==> src/rtl/bcd_pkg.sv <==
// rtl/bcd_pkg.sv - shared packed-BCD types, constants and digit validity helper
package bcd_pkg;

    typedef logic [3:0] bcd_digit_t;

    localparam bcd_digit_t BCD_MAX   = 4'd9;
    localparam logic [4:0] BCD_RADIX = 5'd10;

    function automatic logic is_bcd(input bcd_digit_t n);
        return (n <= BCD_MAX);
    endfunction

endpackage

==> src/rtl/bcd_digit_sub.sv <==
// rtl/bcd_digit_sub.sv - one BCD digit of a - b - bin with decimal borrow correction
module bcd_digit_sub
    import bcd_pkg::*;
(
    input  bcd_digit_t a,
    input  bcd_digit_t b,
    input  logic       bin,
    output bcd_digit_t d,
    output logic       bout
);

    logic signed [4:0] diff;
    logic        [4:0] adj;

    // Five-bit signed difference; sign bit is the decimal borrow.
    assign diff = $signed({1'b0, a}) - $signed({1'b0, b}) - $signed({4'b0000, bin});
    assign adj  = diff + BCD_RADIX;
    assign bout = diff[4];
    assign d    = bout ? adj[3:0] : diff[3:0];

endmodule

==> src/rtl/bcd_serial_sub.sv <==
// rtl/bcd_serial_sub.sv - digit-serial packed-BCD subtractor, LSD first, start/busy/done handshake
module bcd_serial_sub
    import bcd_pkg::*;
#(
    parameter int NDIG = 2
) (
    input  logic              clk,
    input  logic              rst,
    input  logic              start,
    input  logic [4*NDIG-1:0] A,
    input  logic [4*NDIG-1:0] B,
    input  logic              Bin,
    output logic              busy,
    output logic              done,
    output logic [4*NDIG-1:0] D,
    output logic              Bout,
    output logic              err
);

    localparam int W  = 4 * NDIG;
    localparam int IW = (NDIG > 1) ? $clog2(NDIG) : 1;
    localparam logic [IW-1:0] LAST = IW'(NDIG - 1);

    typedef enum logic [1:0] {
        S_IDLE = 2'd0,
        S_RUN  = 2'd1,
        S_DONE = 2'd2
    } state_t;

    state_t state, state_nxt;

    logic [W-1:0]  a_sr, b_sr, d_q, res_nxt;
    logic          brw, bout_q, err_q, bad;
    logic [IW-1:0] idx;
    bcd_digit_t    dig_d;
    logic          dig_bout;

    bcd_digit_sub u_digit (
        .a    (a_sr[3:0]),
        .b    (b_sr[3:0]),
        .bin  (brw),
        .d    (dig_d),
        .bout (dig_bout)
    );

    always_comb begin
        bad = 1'b0;
        for (int i = 0; i < NDIG; i++) begin
            if (!is_bcd(A[4*i +: 4]) || !is_bcd(B[4*i +: 4])) begin
                bad = 1'b1;
            end
        end
    end

    always_comb begin
        res_nxt = d_q;
        for (int i = 0; i < NDIG; i++) begin
            if (idx == IW'(i)) begin
                res_nxt[4*i +: 4] = dig_d;
            end
        end
    end

    always_ff @(posedge clk or posedge rst) begin
        if (rst) begin
            state <= S_IDLE;
        end else begin
            state <= state_nxt;
        end
    end

    always_comb begin
        state_nxt = state;
        busy      = 1'b0;
        done      = 1'b0;
        case (state)
            S_IDLE: begin
                if (start) begin
                    state_nxt = S_RUN;
                end
            end
            S_RUN: begin
                busy = 1'b1;
                if (idx == LAST) begin
                    state_nxt = S_DONE;
                end
            end
            S_DONE: begin
                done      = 1'b1;
                state_nxt = S_IDLE;
            end
            default: state_nxt = S_IDLE;
        endcase
    end

    always_ff @(posedge clk or posedge rst) begin
        if (rst) begin
            a_sr   <= '0;
            b_sr   <= '0;
            brw    <= 1'b0;
            idx    <= '0;
            d_q    <= '0;
            bout_q <= 1'b0;
            err_q  <= 1'b0;
        end else begin
            case (state)
                S_IDLE: begin
                    if (start) begin
                        a_sr   <= A;
                        b_sr   <= B;
                        brw    <= Bin;
                        idx    <= '0;
                        d_q    <= '0;
                        bout_q <= 1'b0;
                        err_q  <= bad;
                    end
                end
                S_RUN: begin
                    a_sr <= a_sr >> 4;
                    b_sr <= b_sr >> 4;
                    brw  <= dig_bout;
                    idx  <= idx + 1'b1;
                    d_q  <= res_nxt;
                    // An invalid operand still runs every digit but reports zero.
                    if (idx == LAST) begin
                        if (err_q) begin
                            d_q    <= '0;
                            bout_q <= 1'b0;
                        end else begin
                            bout_q <= dig_bout;
                        end
                    end
                end
                default: ;
            endcase
        end
    end

    assign D    = d_q;
    assign Bout = bout_q;
    assign err  = err_q;

endmodule

==> config.mk <==
export PLATFORM = sky130hd
export DESIGN_NAME = bcd_serial_sub
export DESIGN_NICKNAME = d
export VERILOG_FILES = /design/src/rtl/bcd_pkg.sv /design/src/rtl/bcd_digit_sub.sv /design/src/rtl/bcd_serial_sub.sv
export SDC_FILE = /design/constraint.sdc
export NUM_CORES = 1
export LEC_CHECK = 0
export ABC_AREA = 1
export CAP_MARGIN = 20
export CORE_MARGIN = 8
export CORE_UTILIZATION = 40
export CTS_BUF_LIST = sky130_fd_sc_hd__clkbuf_8
export DETAILED_ROUTE_END_ITERATION = 6
export GPL_ROUTABILITY_DRIVEN = 0
export SLEW_MARGIN = 20
export SYNTH_ARGS = -nofsm -noshare
export SYNTH_HDL_FRONTEND = slang
export SYNTH_SLANG_ARGS = --single-unit
==> constraint.sdc <==
create_clock -name clk -period 2.47 [get_ports clk]
set_input_delay 0.3705 -clock clk [delete_from_list [all_inputs] [get_ports clk]]
set_output_delay 0.3705 -clock clk [all_outputs]
set_load 0.01 [all_outputs]
# == Word level (Yosys, flattened, before mapping) ==
# Index checks and enable logic that the tools add are counted.
# W data, S select, Z words.
# word_totals
register_bits,30
input_bits,20
# classes
add_sub_neg,4
order_cmp,4
eq_ne,4
muxes,25
n_reduce_logical,12
# ops
operator,count
$pmux W8 S2,3
$mux W8,5
$le A4 B4 Y1 const B,4
$mux W4,3
$mux W1,8
$pmux W1 S2,3
$reduce_and A2 Y1,3
$sub A4 B4 Y5,1
$sub A5 B2 Y5,1
$add A4 B4 Y4 const B,1
$logic_not A1 Y1,4
$mux W2,2
$ne A2 B2 Y1 const B,2
$pmux W2 S2,1
$reduce_and A3 Y1,1
$eq A2 B1 Y1 const B,1
$eq A2 B2 Y1 const B,1
$logic_not A2 Y1,1
$logic_or A1 B1 Y1,2
$reduce_bool A2 Y1,1
$add A1 B1 Y1 const B,1

# == Logic depth before layout (Yosys ltp) ==
# Gate-level depths: netlist of the first run.
# logic_depth
ltp_word,8
depth_mapped,13

# == Cells and area by module ==
# A second synthesis of the first run with hierarchy kept.
# unflattened
hier_cells,199
area_unflattened_um2,1610.3
# by_module_without_submodules
mod,instances,cells_each,area_per_inst_um2,seq_area_each_um2
bcd_serial_sub,1,145,1252.5,750.7
bcd_digit_sub,1,54,357.8,0.0

# == Worst setup path after synthesis of the first run ==
# Ideal clock, no wire load.
# synth_path
path_type,reg-to-reg
start,register a_sr[0]
end,register d_q[5] (netlist: D[5])
setup_ps,117
arrival_ps,1920
required_ps,2353
slack_ps,432
path_stages_with_launch,12
n_path_buf,0
synth_period_minus_slack_ps,2038
cell_sequence,dfrtp_1 > fa_1 > fa_1 > inv_1 > nand2_2 > nand2_2 > nand2_4 > nand2_4 > nand2_4 > or2_1 > nand3_1 > nand2_1
# synth_via
elab_chain_cells,8
# synth_rtl
item,line_no,source
"start, declared",bcd_serial_sub.sv:32,"logic [W-1:0] a_sr, b_sr, d_q, res_nxt;"
"start signal, assigned",bcd_serial_sub.sv:119,a_sr <= a_sr >> 4;
$sub A4 B4 Y5 (*),bcd_digit_sub.sv:16,"assign diff = $signed({1'b0, a}) - $signed({1'b0, b}) - $signed({4'b0000, bin});"
$sub A5 B2 Y5 (*),bcd_digit_sub.sv:16,
$add A4 B4 Y4,bcd_digit_sub.sv:17,assign adj = diff + BCD_RADIX;
$mux W4 (*),bcd_digit_sub.sv:19,assign d = bout ? adj[3:0] : diff[3:0];
$mux W4 (*),bcd_serial_sub.sv:58,if (idx == IW'(i)) begin
$mux W8,bcd_serial_sub.sv:126,if (err_q) begin
$mux W8 (*),bcd_serial_sub.sv:125,if (idx == LAST) begin
$pmux W8 S2 (*),bcd_serial_sub.sv:106,case (state)
"end signal, assigned",bcd_serial_sub.sv:123,d_q <= res_nxt;
"end, declared",bcd_serial_sub.sv:32,
# Every way passes the cells marked *; elsewhere a longest branch is shown, timed or not.
# A chain may end at the register's enable or synchronous reset.

# == Worst setup path after layout of the first run ==
# layout_path
start,register a_sr[0]
end,register d_q[1] (netlist: D[1])
# The elaborated chain is that of the path after synthesis.

==> results of run 1 <==
-- routing by layer --
metal / routed length [um] / up-vias / global-route usage
met4: 53 / 0 / 0.0500
met1: 1650 / 586 / 0.149
met3: 152 / 7 / 0.0372
met2: 1610 / 24 / 0.192
li1: - / 662 / -
met5: 0 / - / 0
-- cell families (layout without fill, tap and decap cells) --
kind of cell             after synthesis  count (layout)  synth area share
flip-flops                            30              30             0.468
buffers and inverters                 33              70            0.0857
XOR/XNOR                               1               1           0.00546
AND/OR/NAND/NOR                       71              71             0.221
adder cells (fa/ha/maj)                9               9            0.0795
AO/OA/AOI/OAI                         40              40             0.140
-- state kept, by name (all words and copies together) (netlist names) --
register  flops
err           1
brw           1
idx           1
D             8
a_sr          8
b_sr          8
state         2
Bout          1
-- synthesized netlist by cell type --
master    instances  area [sq um]
a22o_1            4          35.0
o211ai_1          1          7.51
fa_1              2          40.0
nand2_2           3          18.8
inv_1            23          86.3
dfrtp_1          30           751
ha_1              7          87.6
nand3b_1          1          7.51
a21oi_2           2          17.5
nand2_1          40           150
inv_2             6          22.5
buf_6             1          11.3
or2_1             1          6.26
nor2_4            2          22.5
nor2_1            8          30.0
nand2_4           5          56.3
xnor2_1           1          8.76
buf_2             2          10.0
nand4_1           2          12.5
nand3_2           1          10.0
o21ai_1          10          50.1
nor2_2            1          6.26
a21oi_1          14          70.1
nand3_1           7          35.0
o21ai_0           9          45.0
buf_4             1          7.51
-- stage by stage --
| stage | utilization | power, mW | hold slack, ns | instances |
|---|---|---|---|---|
| 5_1_grt | 0.521 | 3.50 | 0.507 | 271 |
| 3_3_place_gp | 0.498 | 2.77 | 0.462 | 263 |
| 6_report | 0.521 | 3.17 | 0.465 | 271 |
| 4_1_cts | 0.521 | 3.22 | 0.474 | 271 |
| 2_1_floorplan | - | 2.32 | 0.461 | 184 |
| 3_5_place_dp | 0.498 | 2.80 | 0.466 | 263 |
-- path summary, 6_finish.rpt --
check	startpoint	end	slack, ns
max in group asynchronous	rst	b_sr[1]	1.73
min in group clk	D[3]	D[3]	0.47
setup reg to reg	a_sr[0]	D[1]	0.31
setup / recovery	a_sr[0]	D[1]	0.31
hold / removal	rst	Bout	0.46
hold reg to reg	D[3]	D[3]	0.47
-- placed cells by master (no fill, tap or decap), drive strengths merged --
cell           synthesis  routed
a22o                   4       4
nand3                  8       8
xnor2                  1       1
o21ai                 19      19
o211ai                 1       1
buf                    4       2
nand4                  2       2
nor2                  11      11
clkdlybuf4s50          0      31
inv                   29      30
or2                    1       1
a21oi                 16      16
clkinv                 0       1
nand2                 48      48
ha                     7       7
clkbuf                 0       6
nand3b                 1       1
dfrtp                 30      30
fa                     2       2
-- worst max-delay path: cells and delay by family, from the launching register on --
kind          cells  cell delay, ns
simple gates      8            0.70
flops             1            0.41
buf+inv           1            0.08
fa+ha+maj         2            0.87
-- power by group --
| group | total [mW] | leakage [nW] | internal, mW | switching [mW] |
|---|---|---|---|---|
| logic | 1.94 | 0.572 | 0.779 | 1.16 |
| registers | 0.828 | 0.383 | 0.709 | 0.119 |
| clock network | 0.401 | 0.0524 | 0.220 | 0.181 |
-- area by class of cell --
class                   count  area [sq um]
repair buffers             33           325
well taps                  50          62.6
multi-input cells         121           717
inverters                  29           109
clock buffers               6          82.6
clock inverters             2          8.76
fillers                   349          1890
flip-flops and latches     30           751
==> impl_metrics.json, run 1 <==
{
  "status": "completed",
  "setup_viol_count_final": 0,
  "synth_seq_area_share": 0.468,
  "period_share": 0.875,
  "drtAntennaViolNets": 0,
  "wl_per_cell_um": 12.8,
  "placed_cell_area_sq_um": 1960,
  "remaining_drc_errors": 0,
  "reg2reg_depth": 11,
  "vias_per_cell": 4.72,
  "leakage_nw": 1.01,
  "synth_nets": 213,
  "cts_buffer_depth": 2,
  "grt.total_usage": 0.121,
  "crit_path_max_incr_delay_ns": 0.47,
  "dr.pass1.iters": 4,
  "antenna_found_initial": 0,
  "clk_pin_slew_worst_paths_ns": 0.06,
  "cts_tree": "yes",
  "finalHoldViolations": 0,
  "cts_buffers": 5,
  "drtIter0Drc": 35,
  "wl_mm": 3.46,
  "worst_slack_ns": 0.308,
  "cpMostUsedCell": "nand2_4",
  "worstSetupPathType": "reg -> reg",
  "h-tree-depth": 2,
  "fp.coreArea_sq_um": 3940,
  "clock_skew_ns": 0.00317,
  "tightest_slew_ns": 0.381,
  "end_kind": "flop",
  "cts_resized": 0,
  "maxCapViolations": 0,
  "power.density_nw_per_um2": 1540,
  "synth_area_sq_um": 1610,
  "die-area_sq_um": 6300,
  "grt_first_pass_wirelength_mm": 6.00,
  "fin_crit_ns": 2.16,
  "start_util": 0.407,
  "dp_hpwl_mm": 2.72,
  "grt_pass1_vias": 1299,
  "setup-tns-final_ns": 0,
  "crit_slowest_cell": "fa_1",
  "synth_cells": 184,
  "chipWidth_um": 79.4,
  "hold_class": "in -> async",
  "overflow": 0,
  "area_growth_pct": 28.1,
  "synth_area_per_cell_sq_um": 8.72,
  "num_vias": 1279,
  "ir_drop_uv": 678,
  "max_slew_margin": 0.746,
  "fp.dieH_um": 79.4,
  "finalMaxSlewViolations": 0,
  "clk-insertion-delay-late_ns": 0.28,
  "antenna_cells": 0,
  "design_area_sq_um": 2060,
  "ys_ff_latch": 30,
  "crit_fanout": 5,
  "grt_setup_unrepaired": "no",
  "cp_cell_sequence": "fa_1, fa_1, inv_1, nand2_2, nand2_2, nand2_4, nand2_4, nand2_4, or2_1, nand3_1, nand2_1",
  "cts-root-buf": "clkbuf_8",
  "hold_buffers": 0,
  "max_freq_mhz": 463,
  "nNetsFinal": 249,
  "ios": 32,
  "cts_num_sinks": 30,
  "num_rows": 23,
  "arrival_ns": 2.33,
  "dp_slack_ns": 0.314,
  "drive_gt1_frac": 0.131,
  "yosys_warnings": 0,
  "synth_cell_type_count": 26,
  "critPathRequiredTime_ns": 2.64,
  "grt_start_max_net_pins": 31,
  "start_kind": "flop",
  "port_buffers": 31,
  "postCtsSetupBuffers": 0
}
Power figures use the tool's default switching activity.
==> run 2: changes to the inputs <==
--- a/config.mk
+++ b/config.mk
@@ -6,8 +6,7 @@
 export NUM_CORES = 1
 export LEC_CHECK = 0
 export ABC_AREA = 1
-export CAP_MARGIN = 20
-export CORE_MARGIN = 8
+export CORE_MARGIN = 3
 export CORE_UTILIZATION = 40
 export CTS_BUF_LIST = sky130_fd_sc_hd__clkbuf_8
 export DETAILED_ROUTE_END_ITERATION = 6
==> run 2 against run 1 <==
Clock-buffer cell count down 1. Largest cell class unchanged. Clock skew up 0.0023 ns. Utilization up 2.8 points. Global-route usage increased by 4.4 points. Total power up 4.5%. Worst setup slack worse by 0.047 ns. Final area grew 0.73%. Register-to-register slack got worse by 0.05 ns. Combinational power grew 3%. Via count up 2.0%. Critical path depth is the same.
==> impl_metrics.json, run 2 (synthesis results as in run 1) <==
{
  "placed_cell_area_sq_um": 1960,
  "wl_per_cell_um": 13.2,
  "cts-root-buf": "clkbuf_8",
  "clk_pin_slew_worst_paths_ns": 0.07,
  "grt_pass1_vias": 1395,
  "most-common-layout-cells": "nand2_1, clkdlybuf4s50_1, dfrtp_1",
  "fp.coreArea_sq_um": 3770,
  "hold_buffers": 0,
  "overflow": 0,
  "cts_resized": 0,
  "design_area_sq_um": 2070,
  "ir_drop_uv": 811,
  "placedCellCount": 261,
  "dr.pass1.iters": 4,
  "fin_crit_ns": 2.21,
  "end_kind": "flop",
  "cts_buffer_depth": 2,
  "area_growth_pct": 29.0,
  "num_vias": 1305,
  "wl_mm": 3.56,
  "hold_class": "in -> async",
  "port_buffers": 31,
  "cts_num_sinks": 30,
  "num_rows": 22,
  "hold_ws_ns": 0.467,
  "setup_viol_count_final": 0,
  "die-area_sq_um": 4810,
  "crit_path_max_incr_delay_ns": 0.48,
  "chipWidth_um": 69.4,
  "final_util": 0.549,
  "grt_setup_unrepaired": "no",
  "max_slew_margin": 0.742,
  "nNetsFinal": 249,
  "cp_cell_sequence": "fa_1, fa_1, inv_1, nand2_2, nand2_2, nand2_4, nand2_4, nand2_4, or2_1, nand3_1, nand2_1",
  "drive_gt1_frac": 0.136,
  "max_freq_mhz": 453,
  "postCtsSetupBuffers": 0,
  "grt.total_usage": 0.165,
  "crit_slowest_cell": "fa_1",
  "maxCapViolations": 0,
  "critical_path_buf_inv_count": 1,
  "arrival_ns": 2.38,
  "cpMostUsedCell": "nand2_4",
  "antenna_found_initial": 0,
  "finalMaxSlewViolations": 0,
  "dp_slack_ns": 0.282,
  "period_share": 0.894,
  "critPathRequiredTime_ns": 2.64,
  "power.density_nw_per_um2": 1600,
  "vias_per_cell": 4.85,
  "tightest_slew_ns": 0.387,
  "start_util": 0.426,
  "ios": 32,
  "total_power_mw": 3.31,
  "leakage_nw": 1.01,
  "crit_family": "adder cells",
  "remaining_drc_errors": 0,
  "worst_slack_ns": 0.262,
  "final_common_cell": "nand2_1",
  "finalHoldViolations": 0,
  "crit_fanout": 5,
  "clock_skew_ns": 0.00546,
  "drtIter0Drc": 57,
  "drtAntennaViolNets": 0,
  "start_kind": "flop",
  "setup-tns-final_ns": 0,
  "cts_buffers": 5,
  "antenna_cells": 0,
  "dp_hpwl_mm": 2.67,
  "worstSetupPathType": "reg -> reg",
  "grt_first_pass_wirelength_mm": 6.39,
  "grt_start_max_net_pins": 31,
  "h-tree-depth": 2,
  "fp.dieH_um": 69.4,
  "status": "completed",
  "final_cells": 269,
  "cts_tree": "yes",
  "clk-insertion-delay-late_ns": 0.28
}
## run 2: cell count changes in the layout (fill, tap and decap cells not counted), sizes merged
cell | previous run | this run
bufinv | 0 | 1
clkbuf | 6 | 5
clkinv | 1 | 2
inv | 30 | 29
## run 2: cell type report
type	count	area (sq um)
well taps	48	60.1
clock inverters	3	40.0
inverters	29	109
fillers	344	1700
clock buffers	5	68.8
multi-input cells	121	717
repair buffers	33	325
flip-flops and latches	30	751
## run 2: power by group
part           internal (mW)  total [mW]  switching, mW
Clock                  0.296       0.487          0.190
Sequential             0.708       0.830          0.122
Combinational          0.793        2.00           1.20
Total                   1.80        3.31           1.52
## run 2: tightest hold or removal path, stage by stage
cell,delay [ns]
clkdlybuf4s50_1,0.40
inv_1,0.05
buf_4,0.35
## run 2: path summary, 6_finish.rpt
| path | slack (ns) | endpoint | depth (start not counted) | startpoint |
|---|---|---|---|---|
| max | 0.26 | D[1] | 11 | a_sr[0] |
| min | 0.47 | state[1] | 3 | rst |
| max reg2reg | 0.26 | D[1] | 11 | a_sr[0] |
| min reg2reg | 0.49 | D[2] | 2 | D[2] |
| max in group asynchronous | 1.72 | b_sr[1] | 3 | rst |
| min in group clk | 0.49 | D[2] | 2 | D[2] |
## run 2: routing by layer
| metal | global-route usage | wire length [um] |
|---|---|---|
| met1 | 0.211 | 1590 |
| met2 | 0.276 | 1770 |
| met3 | 0.0362 | 175 |
| met4 | 0.0564 | 30 |
| met5 | 0 | 0 |
